<file path="config.mk">
export PLATFORM = sky130hd
export DESIGN_NAME = vga_timing_gen
export DESIGN_NICKNAME = d
export VERILOG_FILES = /design/src/rtl/vga_timing_gen.sv
export SDC_FILE = /design/constraint.sdc
export NUM_CORES = 1
export LEC_CHECK = 0
export ABC_AREA = 1
export CAP_MARGIN = 20
export CORE_ASPECT_RATIO = 0.7
export CORE_MARGIN = 4
export CORE_UTILIZATION = 50
export CTS_BUF_LIST = sky130_fd_sc_hd__clkbuf_4
export DETAILED_ROUTE_END_ITERATION = 8
export PLACE_DENSITY = 0.78
export RECOVER_POWER = 100
export SLEW_MARGIN = 20
export SYNTH_ARGS = -nofsm -noshare
export SYNTH_HDL_FRONTEND = slang
export SYNTH_SLANG_ARGS = --single-unit
</file>
<file path="constraint.sdc">
create_clock -name clk -period 2 [get_ports clk]
set_input_delay 0.6 -clock clk [delete_from_list [all_inputs] [get_ports clk]]
set_output_delay 0.6 -clock clk [all_outputs]
set_load 0.005 [all_outputs]
</file>
<file path="src/rtl/vga_timing_gen.sv">
// VGA raster timing generator: divides the system clock down to a pixel rate
// and produces x/y coordinates, active-video, sync pulses and frame strobes.
module vga_timing_gen #(
    parameter int   CLKS_PER_PIXEL = 4,
    parameter int   XBITS          = 10,
    parameter int   YBITS          = 10,
    parameter int   H_VISIBLE      = 640,
    parameter int   H_FRONT        = 16,
    parameter int   H_SYNC         = 96,
    parameter int   H_BACK         = 48,
    parameter int   V_VISIBLE      = 480,
    parameter int   V_FRONT        = 10,
    parameter int   V_SYNC         = 2,
    parameter int   V_BACK         = 33,
    parameter logic SYNC_ACTIVE    = 1'b0
) (
    input  logic             clk,
    input  logic             resetn,
    output logic [XBITS-1:0] x,
    output logic [YBITS-1:0] y,
    output logic             activevideo,
    output logic             hsync,
    output logic             vsync,
    output logic             pixel_tick,
    output logic             frame_start
);

    localparam int H_TOTAL  = H_VISIBLE + H_FRONT + H_SYNC + H_BACK;
    localparam int V_TOTAL  = V_VISIBLE + V_FRONT + V_SYNC + V_BACK;
    localparam int HS_FIRST = H_VISIBLE + H_FRONT;
    localparam int VS_FIRST = V_VISIBLE + V_FRONT;

    localparam logic [XBITS-1:0] X_LAST     = XBITS'(H_TOTAL - 1);
    localparam logic [XBITS-1:0] X_VIS      = XBITS'(H_VISIBLE);
    localparam logic [XBITS-1:0] X_HS_FIRST = XBITS'(HS_FIRST);
    localparam logic [XBITS-1:0] X_HS_LAST  = XBITS'(HS_FIRST + H_SYNC - 1);
    localparam logic [YBITS-1:0] Y_LAST     = YBITS'(V_TOTAL - 1);
    localparam logic [YBITS-1:0] Y_VIS      = YBITS'(V_VISIBLE);
    localparam logic [YBITS-1:0] Y_VS_FIRST = YBITS'(VS_FIRST);
    localparam logic [YBITS-1:0] Y_VS_LAST  = YBITS'(VS_FIRST + V_SYNC - 1);

    logic [XBITS-1:0] x_q;
    logic [YBITS-1:0] y_q;
    logic             tick;
    logic             line_wrap;
    logic             frame_wrap;
    logic             frame_start_q;

    // Gating the tick with resetn keeps pixel_tick low for the whole reset window.
    generate
        if (CLKS_PER_PIXEL > 1) begin : g_sub
            localparam int SUBW = $clog2(CLKS_PER_PIXEL);
            localparam logic [SUBW-1:0] SUB_LAST = SUBW'(CLKS_PER_PIXEL - 1);
            logic [SUBW-1:0] sub;

            always_ff @(posedge clk) begin
                if (!resetn) begin
                    sub <= '0;
                end else if (sub == SUB_LAST) begin
                    sub <= '0;
                end else begin
                    sub <= sub + SUBW'(1);
                end
            end

            assign tick = resetn && (sub == SUB_LAST);
        end else begin : g_nosub
            assign tick = resetn;
        end
    endgenerate

    assign line_wrap  = tick && (x_q == X_LAST);
    assign frame_wrap = line_wrap && (y_q == Y_LAST);

    always_ff @(posedge clk) begin
        if (!resetn) begin
            x_q           <= '0;
            y_q           <= '0;
            frame_start_q <= 1'b0;
        end else begin
            frame_start_q <= frame_wrap;
            if (line_wrap) begin
                x_q <= '0;
                if (y_q == Y_LAST) begin
                    y_q <= '0;
                end else begin
                    y_q <= y_q + YBITS'(1);
                end
            end else if (tick) begin
                x_q <= x_q + XBITS'(1);
            end
        end
    end

    // Decode is purely combinational so it lines up with the counters exactly.
    assign x           = x_q;
    assign y           = y_q;
    assign activevideo = (x_q < X_VIS) && (y_q < Y_VIS);
    assign hsync       = ((x_q >= X_HS_FIRST) && (x_q <= X_HS_LAST)) ? SYNC_ACTIVE : ~SYNC_ACTIVE;
    assign vsync       = ((y_q >= Y_VS_FIRST) && (y_q <= Y_VS_LAST)) ? SYNC_ACTIVE : ~SYNC_ACTIVE;
    assign pixel_tick  = tick;
    assign frame_start = frame_start_q;

endmodule

</file>
==> run_results.csv <==
group,metric,value,unit
finish,multi_input_area,752,um^2
floorplanning,ioPinCount,27,
floorplanning,die-area,0.00353,mm^2
finish,drive_gt1_share,21.0,%
global_route,gr-total-overflow,0,
setup_path,slowest_delay,0.37,ns
global_route,grt_pass1_wl,6110,um
floorplanning,rows,15,
setup_path,worstPathArrival,1.33,ns
clock_tree,clk_path_buf_depth,2,
setup_path,cp_cell_sequence,"nand2_1 > inv_1 > nor4_2 > dlygate4sd2_1",
sta,slew_viol_final,0,
clock_tree,clk_pin_slew_worst_paths,0.12,ns
route,vias,1403,
power,ir_drop,0.326,mV
route,drc,0,
sta,rsz0062_at_grt,"true",
clock_tree,cts_buffers,3,
clock_tree,cts_tree,"built",
logic_synthesis,syn_nets,200,
sta,final-setup-viol-count,0,
logic_synthesis,yosys_warnings,0,
clock_tree,clkLatencyLatePin,0.31,ns
floorplanning,fp.dieH,51.0,um
floorplanning,start_util,52.8,%
route,drt_wl_total,3420,um
place,port-buffer-count,26,
route,wire_per_inst,12.3,um
global_route,grt_util_all_layers,21.2,%
sta,final_hold_viol_count,0,
setup_path,cp.required,1.40,ns
logic_synthesis,synth_cell_type_count,28,
sta,tightest_slew,0.335,ns
logic_synthesis,ys_seq_area_share,34.9,%
setup_path,crit_fanout,5,
logic_synthesis,ys_seq_elements,23,
logic_synthesis,synthArstFlopShare,0,%
place,hpwl,2570,um
route,dr.pass1.iters,4,
finish,instances_no_fill,277,
setup_path,worstSetupEndpointType,"output pin",
power,p_leak,0.757,nW
sta,fmax,519,MHz
logic_synthesis,syn_inst,193,
sta,timing.hold.ws,0.448,ns
route,via_per_inst,5.06,
setup_path,slowest_stage,"dfxtp_2",
finish,fin_nets,251,
clock_tree,hold_buffers,0,
route,first_iter_violations,113,
route,ant_nets,0,
finish,diodes,0,
finish,area_growth_syn_to_layout,36.8,%
place,dpl.cell_count,273,
logic_synthesis,yosysTopAreaCell,"dfxtp_1",
logic_synthesis,synth_ff_type,"dfxtp_1",
setup_path,start_kind,"register",
logic_synthesis,ys_top_cells_by_area,"dfxtp_1 35%, nand2_1 15%, nor2_1 8.0%, inv_1 6.6%, nand3_1 5.3%",
clock_tree,htree_levels,1,
sta,fin_crit_sh,96.3,%
sta,skew,0.00587,ns
logic_synthesis,synth_top_area_share,34.9,%
power,p_total,0.000733,W
finish,regArea,478,um^2
finish,fillers,210,
setup_path,crit_family,"flip-flops",
global_route,first_global_vias,1355,
outcome,outcome,"complete, no violations",
logic_synthesis,netlist_area,0.00132,mm^2
clock_tree,postCtsSetupBuffers,0,
global_route,grt_max_degree,13,
logic_synthesis,synth-edff-count,0,
sta,post-route-min-period,1.93,ns
floorplanning,core_area,0.00250,mm^2
worst_hold_path,hp-class,"reg2reg",
global_route,antenna_found_initial,0,
floorplanning,fp.dieW,69.4,um
setup_path,critPathKind,"reg2out",
setup_path,cp_num_buf_inv,2,
logic_synthesis,syn_avg_cell_area,6.83,um^2
power,p_per_area,406,mW/mm^2
flow_run,maxCapViolCount,0,
place,gp_congestion,0.883,
clock_tree,cts-root-buf,"clkbuf_4",
clock_tree,clkSinkCount,23,
sta,max_slew_margin,77.7,%
metal layers:
layer	track usage, %	part of all wire, %	up-vias	wire [um]
met2	36.4	47	57	1610
met1	26.6	45	627	1550
met4	6.82	0.61	0	21
li1	-	-	715	-
met3	4.91	6.8	4	231
met5	0	0	-	0
worst register-to-register path, stage by stage (launching register included):
cell and delay, ns:
dfxtp_2 0.37, ha_4 0.14, nand2_1 0.12, clkbuf_1 0.17, nor2_1 0.17, nand3_1 0.12
nand2_1 0.12, clkbuf_1 0.23, nor3_1 0.09
path summary, 6_finish.rpt:
check / depth (start not counted) / from / endpoint / slack [ns]
max reg2reg: 8 / g_sub.sub[0] / x[6] / 0.37
min: 1 / g_sub.sub[0] / g_sub.sub[0] / 0.45
max: 4 / x[8] / activevideo / 0.07
min reg2reg: 1 / g_sub.sub[0] / g_sub.sub[0] / 0.45
registers in the layout, indices dropped and copies added (netlist names):
name	cells
g_sub.sub	2
frame_start	1
x	10
y	10
placed cells by master (no fill, tap or decap), drive strengths merged:
cell and count:
inv 25, nor2 31, nand4 4, ha 5, xor2 2, nand2 55
clkbuf 9, nor3 7, or2 2, o21ai 2, dfxtp 23, dlygate4sd2 3
nor4 1, nor3b 1, nand3 17, clkdlybuf4s50 21, o2111ai 1, nor2b 1
nand3b 2, a21oi 12, buf 18, clkdlybuf4s25 1
report_power, final:
| group | internal [W] | leakage (nW) | switching (W) |
|---|---|---|---|
| clock | 0.0000914 | 0.0184 | 0.000136 |
| sequential | 0.000464 | 0.192 | 0.00000548 |
| combinational | 0.0000158 | 0.547 | 0.0000209 |
area by class of cell:
type,instances,share of cell area [%]
repair buffers,48,22.3
multi-input cells,143,41.7
inverters,25,5.48
flip-flops and latches,23,26.5
clock buffers,4,1.67
well taps,34,2.36
cells by family after synthesis:
kind of cell | Yosys count | synth area share, %
xor gates and xnor gates | 2 | 1.33
buffers and inverters | 27 | 9.21
adders and majority gates | 5 | 4.75
and+or+nand+nor | 121 | 43.8
AOI/OAI and AO/OA | 15 | 5.98
DFF | 23 | 34.9
cell usage after synthesis, types with 2 or more instances:
cell,n
nand3b_1,2
ha_1,5
inv_1,23
dfxtp_1,23
nand2_1,51
nand4_1,4
buf_6,2
nor3_1,7
nand2_2,2
xor2_1,2
a21oi_1,12
nor2_1,28
nand2_4,2
nand3_2,3
nand3_1,14
timing repair:
| action | in CTS | in global routing |
|---|---|---|
| pin swaps | 3 | 1 |
| gates resized for setup | 24 | 5 |
| endpoints found under the setup margin | 4 | 3 |
stage by stage:
step | util [%] | setup WS [ns] | TNS [ns] | area [um^2]
after floorplan | - | 0.506 | 0 | 1320
after global placement | 70.6 | -0.353 | -1.14 | 1760
after detailed placement | 70.6 | -0.361 | -1.71 | 1760
after CTS | 73.1 | 0.0389 | 0 | 1820
after global routing | 72.2 | -0.0259 | -0.0259 | 1800
final | 72.2 | 0.0742 | 0 | 1800
No activity file was read; power rests on OpenSTA's default activity.
==> RTL edit 1, RTL diff (config.mk and constraints unchanged) <==
Remove the register `frame_start_q`: a continuous assignment takes its place, so the output `frame_start` follows one clock earlier.
--- a/src/rtl/vga_timing_gen.sv
+++ b/src/rtl/vga_timing_gen.sv
@@ -76,9 +76,7 @@
         if (!resetn) begin
             x_q           <= '0;
             y_q           <= '0;
-            frame_start_q <= 1'b0;
         end else begin
-            frame_start_q <= frame_wrap;
             if (line_wrap) begin
                 x_q <= '0;
                 if (y_q == Y_LAST) begin
@@ -92,6 +90,8 @@
         end
     end
 
+    assign frame_start_q = frame_wrap;
+
     // Decode is purely combinational so it lines up with the counters exactly.
     assign x           = x_q;
     assign y           = y_q;
Function: no difference found for any inputs over 10 cycles, from zero or initial values and one cycle with resetn low; that may be too few to reach the edited logic, so the function may still have changed.
==> RTL edit 1 against the unedited design <==
The flow now finishes with violations (negative setup slack); clock power shrank 4%; cell area grew 10%; synthesized area shrank 1.4%; sequential cell count shrank 1; final cell count grew 7.2%; sequential share of layout area shrank 3.0 points; non-clock buffer count grew 18; routed wire length grew 14%; combinational power grew 38%; utilization grew 7.9 points; total power shrank 2.3%; worst setup slack lost 0.096 ns; largest power group unchanged; highest routed layer unchanged.
==> RTL edit 1: results (changes against the unedited design) <==
outcome:
  status: "complete, but fails checks"
  violations: "negative setup slack"
synthesis:
  ys_types: 26  # -7.1%
  ys_top_cells_by_count: "nand2_1 (55), inv_1 (33), nor2_1 (26)"
  ys_warn_count: 0  # unchanged
  synth.net_count: 202  # +1.0%
  synth_area_leaders: "dfxtp_1 (34%), nand2_1 (16%), inv_1 (9.5%)"
  yosysSeqAreaShare_pct: 33.9  # -1.0 points
placed_design:
  post-place-ws_ns: -0.741  # -0.380 ns
  port_buffers: 26  # unchanged
  place_area_um2: 1840  # +4.3%
  gp_congestion: 0.906  # +2.5%
  dpl.hpwl_um: 2860  # +11%
power:
  p_leak_nw: 0.936  # +24%
  internal_power_w: 0.000541  # -5.3%
  p_sw_share_pct: 24.5  # +2.4 points
  peakVddDrop_mv: 0.446  # +37%
  combinationalPower_w: 0.0000508  # +38%
  pg_seq_w: 0.000448  # -4.5%
route:
  firstDrtPassIters: 5  # +1
  first_iter_violations: 114  # +0.88%
  num_vias: 1510  # +7.6%
  routed_wl_um: 3910  # +14%
setup_path:
  cpPeakStageDelay_ns: 0.25  # -0.12 ns
  cp_max_fo: 2  # -3
  arrival_ns: 1.42  # +0.09 ns
  slowest_stage: "clkdlybuf4s15_1"
finish:
  nonClkBufAreaFrac_pct: 27.7  # +5.4 points
  seq_area_um2: 467  # -2.4%
  multi_input_gates: 137  # -4.2%
  num-nets-final: 271  # +8.0%
  drive_gt1_share_pct: 33.5  # +12 points
  multi_input_area_share_pct: 38.9  # -2.8 points
  final_util_pct: 80.2  # +7.9 points
  nonClockInverterCount: 34  # +36%
  insertedDiodeCount: 0  # unchanged
  final-clk-cell-share_pct: 1.32  # -0.34 points
  fillCellCount: 175  # -17%
  n_all_buffers: 66  # +38%
  nClkBuffers: 3  # -1
sta:
  fin_skew_ns: 0.00651  # +0.000637 ns
  worst_pin_slew_ns: 0.398  # +0.0632 ns
  setup_viol: 1  # +1
  worst_slack_ns: -0.0214  # -0.0956 ns
  hold_viol: 0  # unchanged
global_routing:
  grt_start_max_net_pins: 17  # +4
  grt_pass1_wl_um: 6100  # -0.23%
  antenna_found_initial: 0  # unchanged
  track_usage_pct: 23.1  # +1.9 points
  first_global_vias: 1380  # +1.8%
floorplanning:
  dieArea_um2: 3490  # -1.2%
clocking:
  cts.sinks: 22  # -4.3%
  clkLatencyLatePin_ns: 0.32
  clkTransAtPathRegs_ns: 0.12  # about the same
==> RTL edit 1: metal layers <==
layer  global-route usage, %  vias up  share of wire, %
met4                    5.18        0              0.74
met5                       0        -                 0
li1                        -      744                 -
met1                    29.0      695                41
met2                    39.1       65                50
met3                    6.26        6               7.9
==> RTL edit 1: cells by family (layout without fill, tap and decap cells) <==
logic type	count (synthesis)	after routing	share of synthesized area, %
flip-flops	22	22	33.9
AO/OA/AOI/OAI	12	12	4.91
adder cells (fa/ha/maj)	5	5	4.82
AND/OR/NAND/NOR	117	117	42.5
buffers and inverters	36	104	11.8
XOR/XNOR	3	3	2.02
==> RTL edit 1: stage by stage <==
stage / setup TNS, ns / hold slack (ns) / instances
2_1_floorplan: 0 / 0.404 / 195
3_3_place_gp: -2.91 / 0.414 / 288
3_5_place_dp: -3.93 / 0.433 / 288
4_1_cts: -0.123 / 0.458 / 293
5_1_grt: -0.176 / 0.483 / 297
6_report: -0.0214 / 0.462 / 297
==> RTL edit 1: worst max-delay path: cells and delay by family <==
kind	cells	cell delay (ns)
simple gates	5	0.44
buf+inv	3	0.38
==> RTL edit 1: repair_timing <==
item | in CTS | in global routing
hold buffers | 0 | 0
buffers inserted | 1 | 4
gates resized for setup | 33 | 21
pin swaps | 2 | 8
endpoints found under the setup margin | 8 | 7
==> RTL edit 1: worst paths after layout <==
| path | startpoint | to | slack [ns] | depth (start not counted) |
|---|---|---|---|---|
| worst max-delay path | resetn | frame_start | -0.02 | 8 |
| worst min-delay path | g_sub.sub[0] | g_sub.sub[0] | 0.46 | 1 |
| worst max register to register | g_sub.sub[0] | x[0] | 0.37 | 9 |
| worst min register to register | g_sub.sub[0] | g_sub.sub[0] | 0.46 | 1 |
==> RTL edit 2, RTL diff (same flow settings) <==
Without the edit above. `XBITS`: 10 -> 5.
--- a/src/rtl/vga_timing_gen.sv
+++ b/src/rtl/vga_timing_gen.sv
@@ -2,7 +2,7 @@
 // and produces x/y coordinates, active-video, sync pulses and frame strobes.
 module vga_timing_gen #(
     parameter int   CLKS_PER_PIXEL = 4,
-    parameter int   XBITS          = 10,
+    parameter int   XBITS          = 5,
     parameter int   YBITS          = 10,
     parameter int   H_VISIBLE      = 640,
     parameter int   H_FRONT        = 16,
Interface: changed (resized x); port bits go from 27 to 22. No check against the original RTL was run, so the function may have changed too.
==> RTL edit 2 against the unedited design <==
Total power decreased by 19%; cell area fell by 22%; register-to-register slack worse by 0.22 ns; largest cell class unchanged; routed wire length is 25% lower; sequential cell count fell by 5; critical path type unchanged; non-clock buffer count decreased by 6; worst setup slack got worse by 0.027 ns; die area down 21%; synthesized area is 25% lower.
==> RTL edit 2: results (changes against the unedited design) <==
route:
  route.met2.wl_um: 1230  # -24%
  wl_per_cell_um: 12.2  # -0.96%
  route.met3.wl_um: 183  # -21%
  routed_wl_um: 2550  # -25%
  met1_length_um: 1090  # -30%
  num_vias: 1076  # -23%
  first_iter_violations: 43  # -62%
setup_path:
  cpPeakStageDelay_ns: 0.37  # about the same
  slowest_stage: "dfxtp_2"
  cp_max_fo: 2  # -3
  arrival_ns: 1.35  # +0.02 ns
power:
  pwr-share-comb_pct: 5.9  # +0.9 points
  p_leak_nw: 0.682  # -9.8%
  peakVddDrop_mv: 0.395  # +21%
  pg_seq_w: 0.000371  # -21%
  seqPwrFrac_pct: 62.4  # -1.6 points
  p_sw_share_pct: 23.6  # +1.5 points
outcome:
  status: "finished, final reports clean"
clocking:
  clock-root-buffer: "clkbuf_4"
  clkTransAtPathRegs_ns: 0.10  # -0.02 ns
global_routing:
  track_usage_pct: 21.0  # -0.21 points
  antenna_found_initial: 0  # unchanged
  grt_start_max_net_pins: 11  # -2
  grt_pass1_wl_um: 4320  # -29%
finish:
  num-nets-final: 197  # -22%
  drive_gt1_share_pct: 23.0  # +2.0 points
  fillCellCount: 136  # -35%
  insertedDiodeCount: 0  # unchanged
placed_design:
  dpl.hpwl_um: 1990  # -23%
  post-place-ws_ns: -0.385  # -0.0238 ns
  port_buffers: 20  # -23%
  gp_congestion: 0.855  # -3.2%
synthesis:
  ys_top_cells_by_count: "nand2_1 (32), inv_1 (23), dfxtp_1 (18), nor2_1 (18), nand3_1 (11)"
  synth.net_count: 151  # -25%
  yosysSeqAreaShare_pct: 36.2  # +1.3 points
  synth_most_common_cell: "nand2_1"
  netlist_instances: 142  # -26%
  synth_area_leaders: "dfxtp_1 (36%), nand2_1 (12%), ha_1 (8.8%)"
  ys_types: 24  # -14%
sta:
  fin_skew_ns: 0.00379  # -0.00208 ns
## RTL edit 2: cell count changes after synthesis, moves of 3 or more
cell | before | now
o21ai_0 | 1 | 4
nand3_1 | 14 | 11
nand2_1 | 51 | 32
dfxtp_1 | 23 | 18
a21oi_1 | 12 | 2
nand3_2 | 3 | 0
nor2_1 | 28 | 18
## RTL edit 2: per-stage QoR
stage,instance area (um2),setup TNS [ns]
finish,1410,0
detailed placement,1370,-0.573
CTS,1440,-0.0179
floorplan,995,0
global route,1410,-0.0945
global placement,1370,-0.526
## RTL edit 2: cells by family after synthesis
family | count (synthesis) | synth area share (%)
XOR/XNOR | 3 | 2.64
adder cells (fa/ha/maj) | 7 | 8.80
AO/OA/AOI/OAI | 7 | 3.90
AND/OR/NAND/NOR | 80 | 37.6
buffers and inverters | 26 | 10.4
other | 1 | 0.377
flip-flops | 18 | 36.2
## RTL edit 2: final timing paths
kind         depth (start not counted)            to  slack [ns]          from
min                                  1  g_sub.sub[0]        0.45  g_sub.sub[0]
max                                  6         hsync        0.05          x[0]
min reg2reg                          1  g_sub.sub[0]        0.45  g_sub.sub[0]
max reg2reg                         13          y[8]        0.15          x[0]
## RTL edit 2: layout make-up
class / instances / area share (%)
timing repair buffer: 42 / 23.8
tap: 22 / 1.95
clock buffer: 3 / 1.59
inverter: 25 / 6.81
multi-input combinational: 98 / 39.7
sequential: 18 / 25.8
clock inverter: 1 / 0.265
## RTL edit 2: timing repair
item | 4_1_cts | 5_1_grt
resized for setup | 26 | 5
pin swaps | 3 | 2
buffers inserted | 1 | 1
hold endpoints to repair | 0 | 0
hold buffers | 0 | 0
setup endpoints to repair | 3 | 3
## RTL edit 2: metal layers
metal  vias up  GRT usage, %
li1        538             -
met1       489          25.4
met2        41          35.0
met3         8          7.43
met4         0          6.49
met5         -             0
